===== config.mk =====
export PLATFORM = sky130hd
export DESIGN_NAME = deside
export DESIGN_NICKNAME = d
export VERILOG_FILES = /design/src/rtl/deside.sv
export SDC_FILE = /design/constraint.sdc
export NUM_CORES = 1
export LEC_CHECK = 0
export ABC_CLOCK_PERIOD_IN_PS = 4800
export CORE_AREA = 2 2 39 41
export DETAILED_ROUTE_END_ITERATION = 12
export DIE_AREA = 0 0 41 43
export DONT_BUFFER_PORTS = 1
export GPL_ROUTABILITY_DRIVEN = 0
export SLEW_MARGIN = 0
export SYNTH_ARGS = -nofsm -noshare
export SYNTH_HDL_FRONTEND = slang
export SYNTH_SLANG_ARGS = --single-unit

===== constraint.sdc =====
create_clock -name clk -period 4.8 [get_ports clk]
set_clock_uncertainty 0.2 [all_clocks]
set_input_delay 0.48 -clock clk [delete_from_list [all_inputs] [get_ports clk]]
set_output_delay 0.48 -clock clk [all_outputs]
set_load 0.05 [all_outputs]

===== src/rtl/deside.sv =====
// Registered majority-vote decider: counts yes votes across PERSON voters and
// registers the count, a strict-majority verdict and a tie flag every clock.
module deside #(
    parameter int PERSON = 6,
    localparam int CW = $clog2(PERSON + 1)
) (
    input  logic              clk,
    input  logic              reset,
    input  logic [PERSON-1:0] in,
    output logic              out,
    output logic              even,
    output logic [CW-1:0]     yes_cnt
);

    logic [CW-1:0] pop;
    logic [CW:0]   twice;
    logic [CW:0]   panel;
    logic          majority;
    logic          tie;

    always_comb begin
        pop = '0;
        for (int unsigned i = 0; i < PERSON; i++) begin
            pop = pop + CW'(in[i]);
        end
    end

    // Compare 2*yes against PERSON at CW+1 bits so no rounding or truncation occurs.
    always_comb begin
        twice    = {pop, 1'b0};
        panel    = (CW + 1)'(PERSON);
        majority = (twice > panel);
        tie      = (twice == panel);
    end

    always_ff @(posedge clk) begin
        if (reset) begin
            yes_cnt <= '0;
            out     <= 1'b0;
            even    <= 1'b0;
        end else begin
            yes_cnt <= pop;
            out     <= majority;
            even    <= tie;
        end
    end

endmodule


======== After elaboration in Yosys (flattened, before gate mapping) ========
Index checks and enable logic that the tools add are counted.
cells by class
  $add $sub $neg .......................... 5
  $lt $le $gt $ge ......................... 1
  equality and inequality tests ........... 1
operators with widths
  kind                                                            number
  adder 3 x 1 -> 3 bit                                            3
  greater-than comparator 4 x 3 -> 1 bit (second input constant)  1
  adder 2 x 1 -> 3 bit                                            1
  equality test 3 x 2 -> 1 bit (second input constant)            1
  adder 1 x 1 -> 2 bit                                            1
storage, ports and cells
  output and inout bits ................... 5
  logic and storage cells ................. 10
  bits of input ports ..................... 8
  register bits ........................... 5

======== Longest topological paths before layout ========
Gate-level depths: netlist of the first run.
  depth in word-level cells ............... 6
  gate-level depth with buffers ........... 8

======== Worst setup path after synthesis of the first run ========
Ideal clock, no wire load.
  path kind ............................... input port to flip-flop
  start point ............................. in in[0]
  end point ............................... reg even
  data arrival time ....................... 2.366 ns
  data required time ...................... 4.483 ns
  setup slack ............................. 2.117 ns
  buffers on the path ..................... 0
  stages .................................. 8
  path through ............................ inv_1 fa_1 fa_1 inv_1 ha_1 inv_1 fa_1 and4bb_2
between the ends
  longest elaborated chain between the ends .. 6
RTL lines
  element                            line  source
  from (decl)                        9     input logic [PERSON-1:0] in,
  adder 1 x 1 -> 2 bit               24    pop = pop + CW'(in[i]);
  adder 2 x 1 -> 3 bit               24
  adder 3 x 1 -> 3 bit (3 in a row)  24
  equality test 3 x 2 -> 1 bit       33    tie = (twice == panel);
  to (signal assigned)               44    even <= tie;
  to (decl)                          11    output logic even,
Every way passes these cells.
A chain may end at the register's enable or synchronous reset.

======== Worst setup path after layout of the first run ========
Ends and elaborated chain as after synthesis.

==> impl_metrics.yaml, run 1 <==
outcome:
  outcome: "finished clean"
sta:
  slew_violations: 0
  fin_crit_sh_pct: 52.1
  fin_tns_setup_ns: 0
  finalSetupViolCount: 0
  rsz0062_at_grt: "no"
  worst_pin_slew_ns: 0.489
  fin_ws_ns: 2.30
  min_period_ns: 2.50
  clock.fmax_mhz: 400
  hold_violations: 0
  maxSlewHeadroom_pct: 67.3
placement:
  pre_cts_ws_ns: 2.04
  numPortBuffers: 0
  dp_hpwl_microns: 318
  postPlaceCellArea_sq_um: 251
  placed_cells: 37
clock_network:
  clkTransAtPathRegs_ns: 0.04
  cts_inserted_buffers: 3
  hold_buffers: 0
  htree_levels: 1
  cts_setup_buffers: 0
  cts_num_sinks: 5
  root_buffer: "clkbuf_4"
  clockBufferDepth: 2
  ctsResizeCount: 0
  tritoncts: "yes"
yosys:
  syn-cell-area_sq_um: 231
  ys_warn_count: 0
  yosys.area_share.xor_xnor_pct: 0
  syn_inst: 21
  yosys.area_share.simple_pct: 14.1
  synthDistinctLibCells: 7
  synthAdderAreaFrac_pct: 31.4
  ys_seq_area_share_pct: 43.2
  syn-mean-instance-area_sq_um: 11.0
  synth_compound_area_share_pct: 0
  syn-num-nets: 33
  synth_mux_area_share_pct: 0
  ys_seq_elements: 5
  synth_top_family_by_area: "adder cells"
worst_setup_path:
  critPathKind: "input pin to flop"
  endpoint: "even$_SDFF_PP0_"
  cp_data_arrival_time_ns: 2.42
  worstSetupStartpoint: "in[0]"
  endpoint_kind: "flop"
  critical_path.startpoint_type: "input pin"
  path_max_fanout: 2
  required_ns: 4.72
cells_and_area:
  design_area_sq_um: 278
  syn2layout_area_growth_pct: 20.0
  stdcell_count: 41
  drive_above_1_share_pct: 20.0
  layout_commonest_cell: "inv_1"
  final_cell_mix: "inv_1 (7), dfxtp_1 (5), nor2_1 (3), fa_1 (3), clkbuf_4 (3)"
  diodes: 0
  fin_nets: 38
global_routing:
  grt_pass1_wl_microns: 469
  antenna_found_initial: 0
  grt.total_usage_pct: 5.15
  gr-total-overflow: 0
  grt_max_degree: 6
  grt_pass1_vias: 142
die:
  die-area_sq_um: 1760
  initial_utilization_pct: 16.7
  top_level_ports: 13
  die_w_microns: 41
  rows: 14
  fp.dieH_microns: 43
  coreArea_sq_um: 1380
pwr:
  vdd_drop_max_v: 0.000110
  power_leakage_nw: 0.135
  p_per_area_nw_per_um2: 503
drt:
  routed_wl_microns: 366
  vias_per_cell: 3.44
  drtIter0Drc: 1
  vias: 141
  wl_per_cell_microns: 8.93
  drc: 0
  dr.pass1.iters: 3
  postRouteAntennaNets: 0
min_path:
  worstHoldStart: "reset"
  hp-class: "input pin to flop"
run:
  maxCapViolCount: 0
==> registers in the layout (all words and copies together), names as in the netlist <==
register / count
out: 1
yes_cnt: 3
even: 1
==> logic make-up (layout without fill, tap and decap cells) <==
group,Yosys count,in the layout
adder cells (fa/ha/maj),4,4
AND/OR/NAND/NOR,5,5
flip-flops,5,5
buffers and inverters,7,11
==> final cells by class <==
type | count | area (sq um)
inverter | 7 | 26.3
fill | 158 | 1110
tap | 16 | 20.0
clock buffer | 4 | 26.3
sequential | 5 | 100
multi-input combinational | 9 | 105
==> per-stage QoR <==
stage | hold WS [ns] | util [%] | total power, W
after global placement | 0.348 | 18.2 | 0.0000945
final | 0.107 | 20.1 | 0.000140
after detailed placement | 0.350 | 18.2 | 0.0000951
after CTS | 0.0975 | 20.1 | 0.000144
after floorplan | 0.347 | - | 0.0000895
after global routing | 0.0964 | 20.1 | 0.000149
==> power by group <==
part	leakage [nW]	internal (W)	switching, W
combinational	0.0783	0.0000103	0.00000955
clock	0.0150	0.0000313	0.0000153
sequential	0.0414	0.0000483	0.0000250
total	0.135	0.0000899	0.0000498
==> how the worst min path moves through the flow <==
stage,cells past startpoint,endpoint,slack (ns)
final,1,out$_SDFF_PP0_,0.11
after global routing,1,out$_SDFF_PP0_,0.1
after CTS,1,yes_cnt[1]$_SDFF_PP0_,0.1
after detailed placement,1,yes_cnt[1]$_SDFF_PP0_,0.35
after global placement,1,yes_cnt[2]$_SDFF_PP0_,0.35
after floorplan,1,out$_SDFF_PP0_,0.35
==> synthesized netlist by cell type <==
| library cell | instances | share of area (%) |
|---|---|---|
| inv_1 | 7 | 11 |
| dfxtp_1 | 5 | 43 |
| fa_1 | 3 | 26 |
| nor2_1 | 3 | 4.9 |
| and2b_2 | 1 | 3.8 |
| and4bb_2 | 1 | 5.4 |
| ha_1 | 1 | 5.4 |
==> metal layers <==
metal	GRT usage, %	vias to the layer above	wire (microns)
met1	2.30	66	96
met2	6.56	5	207
met3	4.19	2	41
met4	10.0	0	19
met5	0	-	0
li1	-	68	-
==> critical path: stages <==
cell and delay [ns]:
inv_1 0.03, fa_1 0.55, fa_1 0.41, inv_1 0.06
ha_1 0.13, inv_1 0.04, fa_1 0.50, and4bb_2 0.22
Power figures use the tool's default switching activity.
==> run 2: changes to the inputs <==
--- a/config.mk
+++ b/config.mk
@@ -5,7 +5,7 @@
 export SDC_FILE = /design/constraint.sdc
 export NUM_CORES = 1
 export LEC_CHECK = 0
-export ABC_CLOCK_PERIOD_IN_PS = 4800
+export ABC_CLOCK_PERIOD_IN_PS = 2100
 export CORE_AREA = 2 2 39 41
 export DETAILED_ROUTE_END_ITERATION = 12
 export DIE_AREA = 0 0 41 43
==> constraint.sdc (replaced) <==
create_clock -name clk -period 2.1 [get_ports clk]
set_clock_uncertainty 0.2 [all_clocks]
set_input_delay 0.21 -clock clk [delete_from_list [all_inputs] [get_ports clk]]
set_output_delay 0.21 -clock clk [all_outputs]
set_load 0.05 [all_outputs]
==> run 2 against run 1 <==
The flow now finishes with violations (setup timing). Setup slack got worse by 2.4 ns. Cell area increased by 9.9%. Sequential power grew 130%. Critical path type unchanged.
==> impl_metrics.yaml, run 2 (synthesis results as in run 1) <==
placement:
  dp_hpwl_microns: 322
  numPortBuffers: 0
  postPlaceCellArea_sq_um: 259
  placed_cells: 38
  pre_cts_ws_ns: -0.393
clock_network:
  cts_num_sinks: 5
  cts_inserted_buffers: 3
  clockBufferDepth: 2
  htree_levels: 1
  clkTransAtPathRegs_ns: 0.04
  root_buffer: "clkbuf_4"
  tritoncts: "yes"
sta:
  fin_ws_ns: -0.118
  rsz0062_at_grt: "yes"
  hold_violations: 0
  fin_crit_sh_pct: 106
  worst_hold_slack_ns: 0.0335
  slew_violations: 0
  finalSetupViolCount: 1
  min_period_ns: 2.22
  fin_tns_setup_ns: -0.118
  clock.fmax_mhz: 451
  worst_pin_slew_ns: 0.496
  maxSlewHeadroom_pct: 66.9
die:
  top_level_ports: 13
  coreArea_sq_um: 1380
  initial_utilization_pct: 16.7
  die_w_microns: 41
  die-area_sq_um: 1760
  fp.dieH_microns: 43
  rows: 14
cells_and_area:
  top_register: "yes_cnt"
  drive_above_1_share_pct: 37.0
  top_regs: "yes_cnt (3), even (1), out (1)"
  design_area_sq_um: 305
  final_cell_mix: "dfxtp_1 (5), inv_1 (4), nor2_1 (3), fa_1 (3), clkbuf_4 (3)"
  layout_commonest_cell: "dfxtp_1"
  syn2layout_area_growth_pct: 31.9
  stdcell_count: 43
  largest_register_ffs: 3
  fillCellCount: 155
  fin_nets: 40
  diodes: 0
pwr:
  p_per_area_nw_per_um2: 1100
  p_seq_share_pct: 49.9
  pwr-share-comb_pct: 16.2
  p_sw_share_pct: 37.0
  p_sw_w: 0.000125
  clkPwrFrac_pct: 34.0
  vdd_drop_max_v: 0.000237
  internal_power_w: 0.000212
  power_leakage_nw: 0.141
drt:
  drc: 0
  dr.pass1.iters: 2
  drtIter0Drc: 4
  routed_wl_microns: 457
  postRouteAntennaNets: 0
  vias_per_cell: 3.53
  wl_per_cell_microns: 10.6
  vias: 152
global_routing:
  grt_pass1_wl_microns: 600
  gr-total-overflow: 0
  antenna_found_initial: 0
  grt.total_usage_pct: 6.25
  grt_pass1_vias: 143
  grt_max_degree: 5
min_path:
  hp-class: "input pin to flop"
  whs_path_depth: 1
worst_setup_path:
  cp_data_arrival_time_ns: 2.15
  cpPeakStageDelay_ns: 0.54
  cp.depth: 8
  endpoint_kind: "flop"
  cpMostUsedCell: "fa_1"
  crit_buf_inv: 3
  path_max_fanout: 2
  critical_path.startpoint_type: "input pin"
  required_ns: 2.03
  path_cells: "inv_8 > fa_1 > fa_1 > inv_1 > ha_2 > inv_2 > fa_1 > and4bb_2"
  cp_top_family: "adder cells"
  critPathKind: "input pin to flop"
  critPathSlowestCell: "fa_1"
outcome:
  failed_checks: "setup timing"
  outcome: "finished with violations"
run:
  maxCapViolCount: 0
run 2: cell count changes in the layout (fill, tap and decap cells not counted), sizes merged:
cell | before | now
buf | 0 | 1
dlygate4sd3 | 0 | 1
run 2: cell type report:
class                           count  area (sq um)  area share, %
Sequential cell                     5           100           32.8
Inverter                            7          33.8           11.1
Timing Repair Buffer                2          17.5           5.74
Tap cell                           16          20.0           6.56
Clock buffer                        4          26.3           8.61
Multi-Input combinational cell      9           108           35.2
run 2: repair_timing:
item                       CTS  global route
hold buffers                 1             0
resized for setup            0             7
setup endpoints to repair    1             4
hold endpoints to repair     4             0
pin swaps                    1             1
buffers inserted             0             0
run 2: per-stage QoR:
| stage | utilization, % | total power [W] |
|---|---|---|
| CTS | 21.3 | 0.000342 |
| detailed placement | 18.7 | 0.000222 |
| global route | 22.1 | 0.000357 |
| finish | 22.1 | 0.000337 |
| global placement | 18.7 | 0.000220 |
| floorplan | - | 0.000205 |
run 2: path summary, 6_finish.rpt:
path	start	to	slack, ns
max	in[3]	even$_SDFF_PP0_	-0.12
min	reset	even$_SDFF_PP0_	0.03
run 2: power groups by stage:
stage          logic [W]  registers (W)  clock network, W
2_1_floorplan  0.0000370       0.000168                 0
3_3_place_gp   0.0000504       0.000170                 0
3_5_place_dp   0.0000513       0.000170                 0
4_1_cts        0.0000531       0.000169          0.000120
5_1_grt        0.0000630       0.000169          0.000126
6_report       0.0000545       0.000168          0.000114
run 2: layer usage:
| layer | GRT usage [%] | vias to the layer above | share of wire [%] |
|---|---|---|---|
| li1 | - | 70 | - |
| met1 | 5.21 | 77 | 28 |
| met2 | 7.81 | 5 | 66 |
| met3 | 1.57 | 0 | 6.3 |
| met4 | 12.0 | 0 | 0 |
| met5 | 0 | - | 0 |
==> run 3: changes to the inputs <==
--- a/config.mk
+++ b/config.mk
@@ -10,7 +10,7 @@
 export DETAILED_ROUTE_END_ITERATION = 12
 export DIE_AREA = 0 0 41 43
 export DONT_BUFFER_PORTS = 1
-export GPL_ROUTABILITY_DRIVEN = 0
+export GPL_ROUTABILITY_DRIVEN = 1
 export SLEW_MARGIN = 0
 export SYNTH_ARGS = -nofsm -noshare
 export SYNTH_HDL_FRONTEND = slang
==> results of run 3 <==
Final layout, timing and power as in run 2 (identical DEF).
